**config.mk**
```make
export PLATFORM = sky130hd
export DESIGN_NAME = pipe_stage_reg_flat
export DESIGN_NICKNAME = d
export VERILOG_FILES = /design/src/rtl/core_pipe_pkg.sv /design/src/rtl/pipe_stage_reg_if.sv /design/src/rtl/pipe_sat_counter.sv /design/src/rtl/pipe_stage_reg.sv /design/src/flat_wrapper.sv
export SDC_FILE = /design/constraint.sdc
export NUM_CORES = 1
export LEC_CHECK = 0
export CAP_MARGIN = 10
export CORE_MARGIN = 4
export CORE_UTILIZATION = 39
export CTS_BUF_LIST = sky130_fd_sc_hd__clkbuf_8
export DETAILED_ROUTE_END_ITERATION = 8
export PLACE_DENSITY_LB_ADDON = 0.25
export SYNTH_ARGS = -nofsm -noshare
export SYNTH_HDL_FRONTEND = slang
export SYNTH_SLANG_ARGS = --single-unit
```
**constraint.sdc**
```tcl
create_clock -name clk -period 3.5 [get_ports clk]
set_clock_uncertainty 0.2 [all_clocks]
set_input_delay 0.7 -clock clk [delete_from_list [all_inputs] [get_ports clk]]
set_output_delay 0.7 -clock clk [all_outputs]
set_load 0.01 [all_outputs]
```
**src/rtl/core_pipe_pkg.sv**
```systemverilog
// ---------------------------------------------------------------------------
// core_pipe_pkg
// Shared definitions for the core's inter-stage pipeline registers.
//   pipe_state_e : occupancy of a skid-mode stage register
//                  (ST_EMPTY = 0, ST_ONE = 1, ST_TWO = 2)
//   *_W          : payload widths of the individual stage boundaries; callers
//                  pack their fields into in_data with these widths
//   *_t          : packed payload layouts for the stage boundaries
// ---------------------------------------------------------------------------
package core_pipe_pkg;

  typedef enum logic [1:0] {
    ST_EMPTY = 2'd0,
    ST_ONE   = 2'd1,
    ST_TWO   = 2'd2
  } pipe_state_e;

  localparam int XLEN = 32;

  // IF/ID carries the fetch PC and the raw instruction word.
  typedef struct packed {
    logic [XLEN-1:0] pc;
    logic [31:0]     instr;
  } if_id_t;

  // MEM/WB carries the register write-back request.
  typedef struct packed {
    logic            rd_wen;
    logic [4:0]      rd_waddr;
    logic [XLEN-1:0] alu_result;
  } mem_wb_t;

  localparam int IF_ID_W  = $bits(if_id_t);
  localparam int ID_EX_W  = 2 * XLEN + 2 * XLEN + 5 + 8;
  localparam int EX_MEM_W = XLEN + XLEN + 5 + 4;
  localparam int MEM_WB_W = $bits(mem_wb_t);

endpackage

```
**src/rtl/pipe_stage_reg_if.sv**
```systemverilog
// ---------------------------------------------------------------------------
// pipe_stage_reg_if
// Valid/ready payload channel between two pipeline stages.
//   valid : producer holds a valid beat
//   ready : consumer accepts the beat this cycle
//   data  : DATA_W-bit payload
// Modports:
//   master : producer side (drives valid/data, samples ready)
//   slave  : consumer side (samples valid/data, drives ready)
// ---------------------------------------------------------------------------
interface pipe_stage_reg_if #(
  parameter int DATA_W = 32
);

  logic              valid;
  logic              ready;
  logic [DATA_W-1:0] data;

  modport master (
    output valid,
    output data,
    input  ready
  );

  modport slave (
    input  valid,
    input  data,
    output ready
  );

endinterface

```
**src/rtl/pipe_sat_counter.sv**
```systemverilog
// ---------------------------------------------------------------------------
// pipe_sat_counter
// Saturating event counter used by the pipeline performance monitors.
//   clk : clock, rising edge
//   rst : asynchronous active-high reset, clears the count
//   inc : count one event this cycle
//   clr : synchronous clear, wins over a simultaneous inc
//   cnt : current count, sticks at all-ones instead of wrapping
// ---------------------------------------------------------------------------
module pipe_sat_counter #(
  parameter int CNT_W = 16
) (
  input  logic             clk,
  input  logic             rst,
  input  logic             inc,
  input  logic             clr,
  output logic [CNT_W-1:0] cnt
);

  localparam logic [CNT_W-1:0] CNT_MAX = '1;
  localparam logic [CNT_W-1:0] CNT_ONE = CNT_W'(1);

  // Count events until the all-ones value is reached, then hold there so a
  // long stall never reads back as a short one.
  always_ff @(posedge clk or posedge rst) begin
    if (rst) begin
      cnt <= '0;
    end else if (clr) begin
      cnt <= '0;
    end else if (inc && (cnt != CNT_MAX)) begin
      cnt <= cnt + CNT_ONE;
    end
  end

endmodule

```
**src/rtl/pipe_stage_reg.sv**
```systemverilog
// ---------------------------------------------------------------------------
// pipe_stage_reg
// Generic pipeline-stage register with valid/ready handshake, synchronous
// flush, optional 2-entry skid buffer and a saturating back-pressure counter.
// Parameters:
//   DATA_W     : payload width (1..512)
//   SKID       : 0 = single register, in_ready combinational from out_ready
//                1 = main + skid register, in_ready registered
//   RESET_DATA : 1 = payload registers cleared by reset, 0 = not reset
//   CNT_W      : width of stall_cnt
// Ports:
//   clk, rst  : clock (rising edge) and asynchronous active-high reset
//   flush     : synchronous kill of every held entry and the incoming beat
//   up        : upstream channel (slave), up.ready is the stage's in_ready
//   dn        : downstream channel (master), dn.data is the oldest entry
//   cnt_clr   : synchronous clear of stall_cnt
//   stall_cnt : cycles spent with dn.valid=1 and dn.ready=0, saturating
// ---------------------------------------------------------------------------
module pipe_stage_reg
  import core_pipe_pkg::*;
#(
  parameter int DATA_W     = 32,
  parameter int SKID       = 0,
  parameter int RESET_DATA = 0,
  parameter int CNT_W      = 16
) (
  input  logic             clk,
  input  logic             rst,
  input  logic             flush,
  pipe_stage_reg_if.slave  up,
  pipe_stage_reg_if.master dn,
  input  logic             cnt_clr,
  output logic [CNT_W-1:0] stall_cnt
);

  // Main register: always the oldest entry, drives the downstream side.
  logic              main_valid;
  logic              main_en;
  logic [DATA_W-1:0] main_d;
  logic [DATA_W-1:0] main_q;
  logic              stall_inc;

  assign dn.valid = main_valid;
  assign dn.data  = main_q;

  // Main payload register. Without RESET_DATA it has no reset at all so it
  // can map onto plain enable flops.
  if (RESET_DATA != 0) begin : g_main_rst
    always_ff @(posedge clk or posedge rst) begin
      if (rst) begin
        main_q <= '0;
      end else if (main_en) begin
        main_q <= main_d;
      end
    end
  end else begin : g_main_nrst
    always_ff @(posedge clk) begin
      if (main_en) begin
        main_q <= main_d;
      end
    end
  end

  if (SKID == 0) begin : g_single
    logic ready_c;
    logic in_xfer;
    logic out_xfer;

    // The slot frees up in the same cycle the downstream takes the beat,
    // which is what gives full throughput without a second entry.
    assign ready_c  = ~main_valid | dn.ready;
    assign up.ready = ready_c;
    assign in_xfer  = up.valid & ready_c;
    assign out_xfer = main_valid & dn.ready;
    assign main_en  = in_xfer & ~flush;
    assign main_d   = up.data;

    // Valid bit: a load always wins over a drain, flush kills both.
    always_ff @(posedge clk or posedge rst) begin
      if (rst) begin
        main_valid <= 1'b0;
      end else if (flush) begin
        main_valid <= 1'b0;
      end else if (in_xfer) begin
        main_valid <= 1'b1;
      end else if (out_xfer) begin
        main_valid <= 1'b0;
      end
    end
  end else begin : g_skid
    pipe_state_e       state_q;
    logic              ready_q;
    logic              in_xfer;
    logic              out_xfer;
    logic              skid_en;
    logic [DATA_W-1:0] skid_q;

    assign up.ready = ready_q;
    assign in_xfer  = up.valid & ready_q;
    assign out_xfer = main_valid & dn.ready;

    // Occupancy FSM. ready_q and main_valid are registered alongside the
    // state so in_ready never sees out_ready combinationally; the skid entry
    // exists to absorb the one beat accepted while ready_q is stale.
    always_ff @(posedge clk or posedge rst) begin
      if (rst) begin
        state_q    <= ST_EMPTY;
        main_valid <= 1'b0;
        ready_q    <= 1'b1;
      end else if (flush) begin
        state_q    <= ST_EMPTY;
        main_valid <= 1'b0;
        ready_q    <= 1'b1;
      end else begin
        case (state_q)
          ST_EMPTY: begin
            if (in_xfer) begin
              state_q    <= ST_ONE;
              main_valid <= 1'b1;
            end
          end
          ST_ONE: begin
            if (in_xfer && !out_xfer) begin
              state_q <= ST_TWO;
              ready_q <= 1'b0;
            end else if (!in_xfer && out_xfer) begin
              state_q    <= ST_EMPTY;
              main_valid <= 1'b0;
            end
          end
          ST_TWO: begin
            if (out_xfer) begin
              state_q <= ST_ONE;
              ready_q <= 1'b1;
            end
          end
          default: begin
            state_q    <= ST_EMPTY;
            main_valid <= 1'b0;
            ready_q    <= 1'b1;
          end
        endcase
      end
    end

    // Payload steering: main refills from upstream when it is empty or being
    // drained, the skid entry catches the beat that arrives while main is
    // stuck, and main takes the skid entry once it drains. Flush leaves the
    // payload registers alone.
    always_comb begin
      main_en = 1'b0;
      main_d  = up.data;
      skid_en = 1'b0;
      if (!flush) begin
        case (state_q)
          ST_EMPTY: begin
            main_en = in_xfer;
          end
          ST_ONE: begin
            main_en = in_xfer & out_xfer;
            skid_en = in_xfer & ~out_xfer;
          end
          ST_TWO: begin
            main_en = out_xfer;
            main_d  = skid_q;
          end
          default: begin
            main_en = 1'b0;
          end
        endcase
      end
    end

    // Skid payload register, reset behaviour follows the main register.
    if (RESET_DATA != 0) begin : g_skid_rst
      always_ff @(posedge clk or posedge rst) begin
        if (rst) begin
          skid_q <= '0;
        end else if (skid_en) begin
          skid_q <= up.data;
        end
      end
    end else begin : g_skid_nrst
      always_ff @(posedge clk) begin
        if (skid_en) begin
          skid_q <= up.data;
        end
      end
    end
  end

  assign stall_inc = main_valid & ~dn.ready;

  pipe_sat_counter #(
    .CNT_W (CNT_W)
  ) u_stall_cnt (
    .clk (clk),
    .rst (rst),
    .inc (stall_inc),
    .clr (cnt_clr),
    .cnt (stall_cnt)
  );

endmodule

```
**src/flat_wrapper.sv**
```systemverilog
// flat-port wrapper written by rule: the top's interface ports become plain ports
module pipe_stage_reg_flat import core_pipe_pkg::*;
#(
  parameter int DATA_W     = 32,
  parameter int SKID       = 0,
  parameter int RESET_DATA = 0,
  parameter int CNT_W      = 16
)
  (clk, rst, flush, cnt_clr, stall_cnt, up_valid, up_data, up_ready, dn_valid, dn_data, dn_ready);
  pipe_stage_reg_if #(.DATA_W(DATA_W)) up_i ();
  pipe_stage_reg_if #(.DATA_W(DATA_W)) dn_i ();
  input  logic clk;
  input  logic rst;
  input  logic flush;
  input  logic cnt_clr;
  output logic [CNT_W-1:0] stall_cnt;
  input wire logic [$bits(up_i.valid)-1:0] up_valid;
  input wire logic [$bits(up_i.data)-1:0] up_data;
  output wire logic [$bits(up_i.ready)-1:0] up_ready;
  output wire logic [$bits(dn_i.valid)-1:0] dn_valid;
  output wire logic [$bits(dn_i.data)-1:0] dn_data;
  input wire logic [$bits(dn_i.ready)-1:0] dn_ready;
  assign up_i.valid = up_valid;
  assign up_i.data = up_data;
  assign up_ready = up_i.ready;
  assign dn_valid = dn_i.valid;
  assign dn_data = dn_i.data;
  assign dn_i.ready = dn_ready;
  pipe_stage_reg #(.DATA_W(DATA_W), .SKID(SKID), .RESET_DATA(RESET_DATA), .CNT_W(CNT_W)) u_core (.clk(clk), .rst(rst), .flush(flush), .up(up_i), .dn(dn_i), .cnt_clr(cnt_clr), .stall_cnt(stall_cnt));
endmodule
```
# After elaboration in Yosys (flattened, before gate mapping)
# Cells that the tools add are included.
classes:
  addsub: 1
  eq_ne: 1
  n_mux: 5
  n_bitwise: 8
  n_reduce_logical: 3
ops:
  columns: ["cell", "count"]
  rows:
  - ["$mux 16", 2]
  - ["$add 16x1->16 const B", 1]
  - ["$ne 16x16->1 const B", 1]
  - ["$and 1x1->1", 4]
  - ["$mux 1", 3]
  - ["$not 1->1", 3]
  - ["$reduce_bool 3->1", 1]
  - ["$reduce_bool 2->1", 1]
  - ["$logic_and 1x1->1", 1]
  - ["$or 1x1->1", 1]
word_totals:
  ff_bits: 49
  in_bits: 38

# Logic depth before layout (Yosys ltp)
# Gate-level depths: netlist of the first run.
depth:
  ltp_word: 5
  depth_mapped: 5
  ltp_nobuf: 5

# Hierarchy
# A second synthesis of the first run with hierarchy kept.
hier_totals:
  cells_unflattened: 140
  area_unflattened_um2: 1961.9
by_module_without_submodules:
  columns: ["module", "instances", "cells_each", "area_per_inst_um2"]
  rows:
  - ["pipe_stage_reg", 1, 39, 1029.7]
  - ["pipe_sat_counter", 1, 101, 932.1]

# Least setup slack after synthesis of the first run
# No wires, ideal clock.
synth_timing:
  path_kind: "input to register"
  from: "input dn_ready"
  to: "register u_core.main_q[0], in the netlist u_core.dn.data[0], enable pin"
  setup_ns: 0.468
  t_arrival_ns: 3.274
  slack_ns: -0.442
  stages: 3
  path_buffers: 1
  path_cell_list: "nor2b_1 > buf_2 > nor3b_1"
synth_between:
  elab_chain_len: 3
synth_rtl:
  columns: ["element", "line_no", "rtl"]
  rows:
  - ["from (decl)", "flat_wrapper.sv:22", "input wire logic [$bits(dn_i.ready)-1:0] dn_ready;"]
  - ["$or 1x1->1", "pipe_stage_reg.sv:71", "assign ready_c = ~main_valid | dn.ready;"]
  - ["$and 1x1->1", "pipe_stage_reg.sv:73", "assign in_xfer = up.valid & ready_c;"]
  - ["$and 1x1->1", "pipe_stage_reg.sv:75", "assign main_en = in_xfer & ~flush;"]
  - ["net u_core.main_en", "pipe_stage_reg.sv:38", "logic main_en;"]
  - ["to (signal assigned)", "pipe_stage_reg.sv:59", "main_q <= main_d;"]
  - ["to (decl)", "pipe_stage_reg.sv:40", "logic [DATA_W-1:0] main_q;"]
# The timed path passes the listed nets, and every way through them passes these cells.
# A chain may end at the register's enable or synchronous reset.

# Worst setup path after layout of the first run
layout_timing:
  from: "input dn_ready"
  to: "output up_ready"
layout_between:
  elab_chain_len: 1
layout_rtl:
  columns: ["element", "line_no", "rtl"]
  rows:
  - ["$or 1x1->1", "pipe_stage_reg.sv:71", null]
  - ["to (decl)", "flat_wrapper.sv:19", "output wire logic [$bits(up_i.ready)-1:0] up_ready;"]
# Every way passes these cells.

==> results of run 1 <==
[report_power, final]
group,internal [mW],switching [mW]
registers,0.638,0.00544
clock network,0.210,0.180
logic,0.0703,0.0410
[state kept, by name, indices dropped and copies added, names as in the netlist]
name and cells:
u_core.dn.valid 1, u_core.u_stall_cnt.cnt 16, u_core.dn.data 32
[cell usage after synthesis (all sizes together)]
| cell | n | area (µm²) |
|---|---|---|
| nand3 | 2 | 10.01 |
| nor2 | 13 | 48.80 |
| mux2 | 8 | 90.09 |
| a31o | 1 | 8.760 |
| a21oi | 12 | 63.81 |
| nor4 | 3 | 48.80 |
| clkbuf | 2 | 7.510 |
| or4 | 3 | 22.52 |
| nor2b | 8 | 50.05 |
| a311oi | 1 | 15.01 |
| nand4 | 7 | 71.31 |
| dfrtp | 17 | 425.4 |
| nand4b | 1 | 8.760 |
| and4 | 4 | 36.29 |
| o41ai | 1 | 8.760 |
| nor3b | 1 | 7.510 |
| ha | 1 | 12.51 |
| or3 | 4 | 27.52 |
| o31ai | 4 | 30.03 |
| nand2 | 3 | 11.26 |
| inv | 4 | 15.01 |
| o21ai | 1 | 5.000 |
| nand2b | 3 | 18.77 |
| mux2i | 1 | 10.01 |
| edfxtp | 32 | 960.9 |
| and2 | 1 | 6.260 |
| buf | 2 | 10.01 |
[per-layer routing]
metal  wire, µm  part of all wire, %  vias up  track usage, %
met3        312                  6.8        4           4.484
li1           -                    -      716               -
met1       2132                   46      683           19.78
met4         54                  1.2        0           4.054
met5          0                    0        -               0
met2       2095                   46       70           22.27
[final timing paths]
kind | endpoint | from | cells after the start | slack, ps
hold reg to reg | u_core.u_stall_cnt.cnt[6] | u_core.u_stall_cnt.cnt[6] | 2 | 400
hold / removal | u_core.u_stall_cnt.cnt[6] | u_core.u_stall_cnt.cnt[6] | 2 | 400
min in group asynchronous | u_core.u_stall_cnt.cnt[14] | rst | 2 | 590
max in group asynchronous | u_core.u_stall_cnt.cnt[6] | rst | 2 | 2080
setup / recovery | up_ready | dn_ready | 4 | 680
setup reg to reg | u_core.u_stall_cnt.cnt[14] | u_core.u_stall_cnt.cnt[0] | 5 | 1240
[worst max-delay path, stage by stage]
cell             delay (ps)
clkdlybuf4s50_1         470
nor2b_1                  60
inv_1                   110
clkdlybuf4s50_1         580
[cells by family (layout without fill, tap and decap cells)]
| logic type | Yosys count | after routing | synth area share (%) |
|---|---|---|---|
| AND/OR/NAND/NOR | 53 | 53 | 18.11 |
| flip-flops | 49 | 49 | 68.27 |
| AO/OA/AOI/OAI | 20 | 20 | 6.469 |
| multiplexers | 9 | 9 | 4.929 |
| buffers and inverters | 8 | 102 | 1.602 |
| adder cells (fa/ha/maj) | 1 | 1 | 0.6160 |
[cells in the final DEF (no fill, tap or decap), types with 3 or more instances in the layout]
cell,n
or4_1,3
o31ai_1,4
inv_1,4
buf_4,3
clkbuf_8,5
nor2_1,13
nand4_1,4
nor2b_1,8
edfxtp_1,32
clkdlybuf4s50_1,87
dfrtp_1,17
a21oi_1,11
and4_1,3
nand2b_1,3
nand2_1,3
mux2_2,8
[stage by stage]
step	power, mW	std cells
2_1_floorplan	0.6867	140
3_3_place_gp	0.7678	296
3_5_place_dp	0.7697	296
4_1_cts	1.162	304
5_1_grt	1.199	304
6_report	1.146	304
[area by class of cell]
cell class,instances,area [µm²],share of cell area [%]
clock buffer,5,68.82,2.209
clock inverter,3,41.29,1.325
inverter,4,15.01,0.4819
multi-input combinational,83,623.1,20.00
sequential,49,1386,44.50
tap,70,87.58,2.811
timing repair buffer,90,893.4,28.67
==> run_results.csv, run 1 <==
group,metric,value,unit
placement,dp_hpwl,3484,µm
setup_path,crit_path_start_kind,"input pin",
clocking,clk_pin_slew,90,ps
detailed_routing,via_per_inst,4.845,
timing,worst_slack,676.7,ps
detailed_routing,drtAntennaViolNets,0,
flow_run,cap_violations,0,
floorplanning,core,5075,µm²
power,ir_worst_vdd,0.2076,mV
timing,maxSlewHeadroom,51.37,%
clocking,clk_latency,290,ps
global_route,antenna_found_initial,0,
yosys,synth_cell_type_count,33,
setup_path,arrival,1920,ps
global_route,grt_max_degree,33,
timing,fmax,0.3542,GHz
timing,period_minus_slack,2823,ps
detailed_routing,vias,1473,
final_layout,finalInstanceArea,3115,µm²
setup_path,setup.worst_path.class,"input pin to output pin",
hold_path,hp-class,"register to register",
clocking,h-tree-depth,2,
detailed_routing,drt_iter0_drc,72,
timing,tns,0,ps
setup_path,critPathCaptureType,"output pin",
timing,hold_slack,397.2,ps
detailed_routing,dr.pass1.iters,4,
timing,hold_viol_final,0,
detailed_routing,drcViolationCount,0,
placement,port_buffers,87,
placement,dp_slack,682.1,ps
floorplanning,initial_utilization,40.01,%
clocking,cts-root-buf,"clkbuf_8",
clocking,clock_path_buffers,2,
timing,slew_violations,0,
global_route,gr-total-overflow,0,
final_layout,antenna_cells,0,
clocking,cts_inserted_buffers,5,
status,outcome,"completed",
setup_path,crit_required,2600,ps
yosys,postSynthCellCount,140,
final_layout,area_growth,53.42,%
timing,min_period_over_period,80.67,%
final_layout,n_fill_cell,425,
power,p_per_area,367.7,nW/µm²
floorplanning,die_x,80.16,µm
yosys,synth_nets,179,
global_route,grt_pass1_wl,7134,µm
clocking,cts_sinks,49,
power,leakage,1.175,nW
floorplanning,fp.dieH,80.16,µm
clocking,holdBufCountCts,0,
final_layout,utilization,61.39,%
yosys,syn_area_per_cell,14.50,µm²
clocking,cts_tree,"yes",
floorplanning,fp-row-count,26,
yosys,yosys_warnings,0,
clocking,postCtsSetupBuffers,0,
floorplanning,ioPinCount,88,
setup_path,worstPathMaxFanout,4,
detailed_routing,wl_per_cell,15.12,µm
timing,rsz0062_at_grt,"false",
global_route,grt_pass1_vias,1336,
final_layout,drive_above_1_share,12.82,%
detailed_routing,routed_wirelength,4595,µm
yosys,ys_ff_latch,49,
placement,placed_area,3005,µm²
floorplanning,die_area,6426,µm²
yosys,yosysSeqAreaShare,68.27,%
clocking,cts_resized,0,
timing,worst_pin_slew,727.1,ps
global_route,grtUsageTotal,14.50,%
yosys,syn-cell-area,2031,µm²
final_layout,nets,272,
timing,setup_viol,0,
placement,place_congestion,0.7406,
No activity file was read; power rests on OpenSTA's default activity.
==> run 2: changes to the inputs <==
--- a/config.mk
+++ b/config.mk
@@ -7,7 +7,7 @@
 export LEC_CHECK = 0
 export CAP_MARGIN = 10
 export CORE_MARGIN = 4
-export CORE_UTILIZATION = 39
+export CORE_UTILIZATION = 43
 export CTS_BUF_LIST = sky130_fd_sc_hd__clkbuf_8
 export DETAILED_ROUTE_END_ITERATION = 8
 export PLACE_DENSITY_LB_ADDON = 0.25
==> constraint.sdc (replaced) <==
create_clock -name clk -period 2.6 [get_ports clk]
set_clock_uncertainty 0.2 [all_clocks]
set_input_delay 0.52 -clock clk [delete_from_list [all_inputs] [get_ports clk]]
set_output_delay 0.52 -clock clk [all_outputs]
set_load 0.01 [all_outputs]
==> run 2 against run 1 <==
  * Via count increased by 1.2%
  * Count of clock-buffer cells in the layout unchanged
  * Sequential share of layout area up 0.25 points
  * Critical path depth is the same
  * Critical path type unchanged
  * Critical endpoint unchanged
  * Largest cell class unchanged
==> run_results.csv, run 2 (synthesis gave the netlist of run 1 again) <==
group,metric,value,unit
floorplanning,initial_utilization,45.39,%
timing,maxSlewHeadroom,56.28,%
setup_path,critPathCaptureType,"output pin",
detailed_routing,via_per_inst,5.177,
detailed_routing,routed_wirelength,4407,µm
timing,tns,0,ps
final_layout,drive_above_1_share,13.56,%
setup_path,setup.worst_path.class,"input pin to output pin",
setup_path,arrival,1760,ps
clocking,cts_inserted_buffers,5,
power,leakage,1.178,nW
placement,dp_slack,111.5,ps
global_route,gr-total-overflow,0,
detailed_routing,drcViolationCount,0,
detailed_routing,drt_iter0_drc,101,
power,p_per_area,468.7,nW/µm²
timing,setup_viol,0,
placement,place_congestion,0.7532,
final_layout,register_area,1386,µm²
final_layout,multiInputGateArea,623.1,µm²
clocking,clk_pin_slew,90,ps
clocking,cts_tree,"yes",
global_route,grt_pass1_vias,1419,
timing,slew_violations,0,
floorplanning,fp-row-count,24,
setup_path,crit_path_start_kind,"input pin",
detailed_routing,vias,1491,
detailed_routing,wl_per_cell,15.30,µm
global_route,grt_max_degree,33,
floorplanning,die_x,76.72,µm
final_layout,layout_commonest_cell,"clkdlybuf4s50_1",
final_layout,final_cells,288,
detailed_routing,drtAntennaViolNets,0,
global_route,grtUsageTotal,15.66,%
clocking,cts-root-buf,"clkbuf_8",
final_layout,antenna_cells,0,
floorplanning,ioPinCount,88,
final_layout,nets,274,
timing,worst_pin_slew,655.1,ps
final_layout,area_growth,52.56,%
timing,rsz0062_at_grt,"false",
hold_path,hold_depth,2,
clocking,holdBufCountCts,0,
setup_path,worstPathMaxFanout,3,
final_layout,mostFrequentLayoutCells,"clkdlybuf4s50_1, edfxtp_1, dfrtp_1",
hold_path,hp-class,"register to register",
clocking,cts_sinks,49,
clocking,h-tree-depth,2,
placement,post-place-cells,280,
floorplanning,fp.dieH,76.72,µm
final_layout,largest_reg_flops,32,
detailed_routing,dr.pass1.iters,4,
setup_path,worst-r2r-cell-count,6,
flow_run,cap_violations,0,
clocking,clock_path_buffers,2,
timing,worst_slack,115.4,ps
timing,min_period_over_period,95.56,%
status,outcome,"completed",
clocking,cts_resized,0,
global_route,antenna_found_initial,0,
clocking,postCtsSetupBuffers,0,
floorplanning,die_area,5886,µm²
timing,fmax,0.4025,GHz
final_layout,n_fill_cell,328,
global_route,grt_pass1_wl,7203,µm
power,ir_worst_vdd,0.2937,mV
clocking,clk_latency,300,ps
placement,port_buffers,87,
timing,hold_viol_final,0,
floorplanning,core,4474,µm²
timing,hold_slack,403.8,ps
setup_path,crit_required,1880,ps
placement,dp_hpwl,3310,µm
timing,period_minus_slack,2485,ps
run 2: final cells by class:
cell class,count,area share [%]
sequential,49,44.75
clock buffer,5,2.221
clock inverter,3,0.6058
tap,52,2.100
timing repair buffer,92,29.73
multi-input combinational,83,20.11
inverter,4,0.4847
run 2: through the flow:
stage               total power [mW]  instance area [µm²]  utilization (%)
floorplan                     0.9252                 2042                -
global placement               1.036                 3010            67.28
detailed placement             1.039                 3010            67.28
CTS                            1.473                 3098            69.24
global route                   1.523                 3098            69.24
finish                         1.452                 3098            69.24
run 2: path summary, 6_finish.rpt:
check | end | slack (ps) | start
hold reg to reg | u_core.u_stall_cnt.cnt[1] | 400 | u_core.u_stall_cnt.cnt[1]
setup reg to reg | u_core.u_stall_cnt.cnt[10] | 420 | u_core.u_stall_cnt.cnt[0]
min in group asynchronous | u_core.u_stall_cnt.cnt[14] | 410 | rst
setup / recovery | up_ready | 120 | dn_ready
hold / removal | u_core.u_stall_cnt.cnt[1] | 400 | u_core.u_stall_cnt.cnt[1]
max in group asynchronous | u_core.u_stall_cnt.cnt[11] | 1370 | rst
run 2: critical path, stage by stage:
cell and delay, ps:
clkdlybuf4s50_1 420, nor2b_1 230, inv_1 100, clkdlybuf4s50_1 490
run 2: where the power goes:
part	switching, mW	total, mW	internal [mW]
registers	0.00715	0.866	0.859
clock network	0.246	0.432	0.186
logic	0.0559	0.154	0.0976
total	0.309	1.45	1.14
run 2: layer usage:
| layer | vias up | wire length [µm] | GRT usage, % |
|---|---|---|---|
| li1 | 722 | - | - |
| met1 | 695 | 2008 | 21.41 |
| met2 | 69 | 2027 | 23.78 |
| met3 | 5 | 331 | 4.918 |
| met4 | 0 | 40 | 4.891 |
| met5 | - | 0 | 0 |
==> run 3: changes to the inputs <==
--- a/config.mk
+++ b/config.mk
@@ -10,6 +10,8 @@
 export CORE_UTILIZATION = 43
 export CTS_BUF_LIST = sky130_fd_sc_hd__clkbuf_8
 export DETAILED_ROUTE_END_ITERATION = 8
+export GPL_ROUTABILITY_DRIVEN = 0
+export GPL_TIMING_DRIVEN = 0
 export PLACE_DENSITY_LB_ADDON = 0.25
 export SYNTH_ARGS = -nofsm -noshare
 export SYNTH_HDL_FRONTEND = slang
==> run 3 against run 2 <==
  * Count of clock-buffer cells in the layout is the same
  * Wire length grew 4.3%
  * Fmax rose by 2.9%
  * Final area shrank 0.52%
  * Via count increased by 1.1%
  * Combinational power is essentially flat
  * Final cell count unchanged
  * Non-clock buffer count is the same
  * Sequential power about the same
  * Utilization is 0.36 points lower
  * First-iteration DRC count down 56%
  * Global-route usage up 0.56 points
==> run_results.csv, run 3 (synthesis gave the netlist of run 1 again) <==
group,metric,value,unit
hold_path,hp-class,"register to register",
setup_path,worstPathMaxFanout,8,
detailed_routing,vias,1507,
timing,maxSlewHeadroom,55.52,%
detailed_routing,drt_iter0_drc,44,
clocking,postCtsSetupBuffers,0,
detailed_routing,dr.pass1.iters,4,
setup_path,crit_path_start_kind,"input pin",
power,leakage,1.171,nW
hold_path,hold_start,"u_core.u_stall_cnt.cnt[6]",
global_route,antenna_found_initial,0,
floorplanning,fp.dieH,76.72,µm
clocking,cts_resized,1,
final_layout,utilization,68.88,%
floorplanning,initial_utilization,45.39,%
setup_path,worstReg2RegEnd,"u_core.u_stall_cnt.cnt[14]",
final_layout,nets,274,
final_layout,finalInstanceArea,3082,µm²
power,ir_worst_vdd,0.2773,mV
placement,dp_hpwl,3445,µm
detailed_routing,drtAntennaViolNets,0,
setup_path,critPathCaptureType,"output pin",
setup_path,crit_chain,"clkdlybuf4s50_1 > nor2b_1 > buf_2 > inv_1 > dlygate4sd2_1",
global_route,gr-total-overflow,0,
power,finalPower,1.461,mW
final_layout,layout_commonest_cell,"clkdlybuf4s50_1",
timing,hold_slack,403.1,ps
timing,min_period_over_period,92.84,%
global_route,grt_pass1_vias,1483,
floorplanning,fp-row-count,24,
setup_path,reg2reg_from,"u_core.u_stall_cnt.cnt[0]",
hold_path,hold_depth,2,
detailed_routing,routed_wirelength,4595,µm
final_layout,n_fill_cell,337,
setup_path,setup.worst_path.class,"input pin to output pin",
clocking,clock_path_buffers,2,
timing,period_minus_slack,2414,ps
floorplanning,die_x,76.72,µm
flow_run,cap_violations,0,
hold_path,min_to,"u_core.u_stall_cnt.cnt[6]",
setup_path,cpMaxStageDelayCell,"clkdlybuf4s50_1",
clocking,h-tree-depth,2,
final_layout,area_growth,51.76,%
clocking,clk_latency,300,ps
global_route,grtUsageTotal,16.22,%
global_route,grt_pass1_wl,7555,µm
timing,fmax,0.4143,GHz
final_layout,drive_above_1_share,13.14,%
placement,dp_slack,-23.90,ps
timing,setup_viol,0,
final_layout,final_cells,288,
detailed_routing,wl_per_cell,15.95,µm
placement,placed_area,2993,µm²
setup_path,worst-r2r-cell-count,5,
power,p_per_area,474.1,nW/µm²
final_layout,mostFrequentLayoutCells,"clkdlybuf4s50_1, edfxtp_1, dfrtp_1",
final_layout,antenna_cells,0,
timing,slew_violations,0,
clocking,holdBufCountCts,0,
floorplanning,core,4474,µm²
detailed_routing,via_per_inst,5.233,
floorplanning,die_area,5886,µm²
clocking,clk_pin_slew,90,ps
clocking,cts-root-buf,"clkbuf_8",
placement,post-place-cells,280,
detailed_routing,drcViolationCount,0,
timing,rsz0062_at_grt,"false",
setup_path,r2r_slack,350,ps
setup_path,arrival,1690,ps
status,outcome,"completed",
global_route,grt_max_degree,22,
floorplanning,ioPinCount,88,
setup_path,crit_required,1880,ps
timing,worst_pin_slew,666.5,ps
clocking,cts_tree,"yes",
setup_path,max_stage_delay,420,ps
final_layout,largest_reg_flops,32,
timing,worst_slack,186.2,ps
clocking,cts_inserted_buffers,5,
clocking,cts_sinks,49,
timing,tns,0,ps
placement,port_buffers,87,
timing,hold_viol_final,0,
==> run 3: power breakdown <==
part	switching (mW)	internal [mW]	leakage, nW
combinational	0.0569	0.0945	0.593
sequential	0.00746	0.859	0.534
clock	0.252	0.191	0.0445
total	0.316	1.14	1.17
==> run 3: layout make-up <==
| type | instances | area [µm²] | share of cell area, % |
|---|---|---|---|
| sequential | 49 | 1386 | 44.99 |
| timing repair buffer | 88 | 884.6 | 28.70 |
| multi-input combinational | 83 | 623.1 | 20.22 |
| clock buffer | 5 | 68.82 | 2.233 |
| tap | 52 | 65.06 | 2.111 |
| clock inverter | 3 | 21.27 | 0.6902 |
| buffer | 4 | 17.52 | 0.5684 |
| inverter | 4 | 15.01 | 0.4872 |
==> run 3: critical path: cells and delay by family <==
family                 cells  cell delay [ps]
buffers and inverters      4             1070
and+or+nand+nor            1              100
==> run 3: worst max-delay path by stage <==
| stage | end | depth (start not counted) | startpoint |
|---|---|---|---|
| CTS | up_ready | 5 | dn_ready |
| detailed placement | up_ready | 5 | dn_ready |
| global route | up_ready | 5 | dn_ready |
| global placement | u_core.dn.data[20] | 4 | dn_ready |
| floorplan | u_core.dn.data[0] | 3 | dn_ready |
| finish | up_ready | 5 | dn_ready |
==> run 3: routing by layer <==
layer,vias up,GRT usage [%],part of all wire [%]
met5,-,0,0
met1,709,21.98,46
li1,726,-,-
met2,70,25.87,46
met3,2,4.567,7.2
met4,0,3.804,0.48
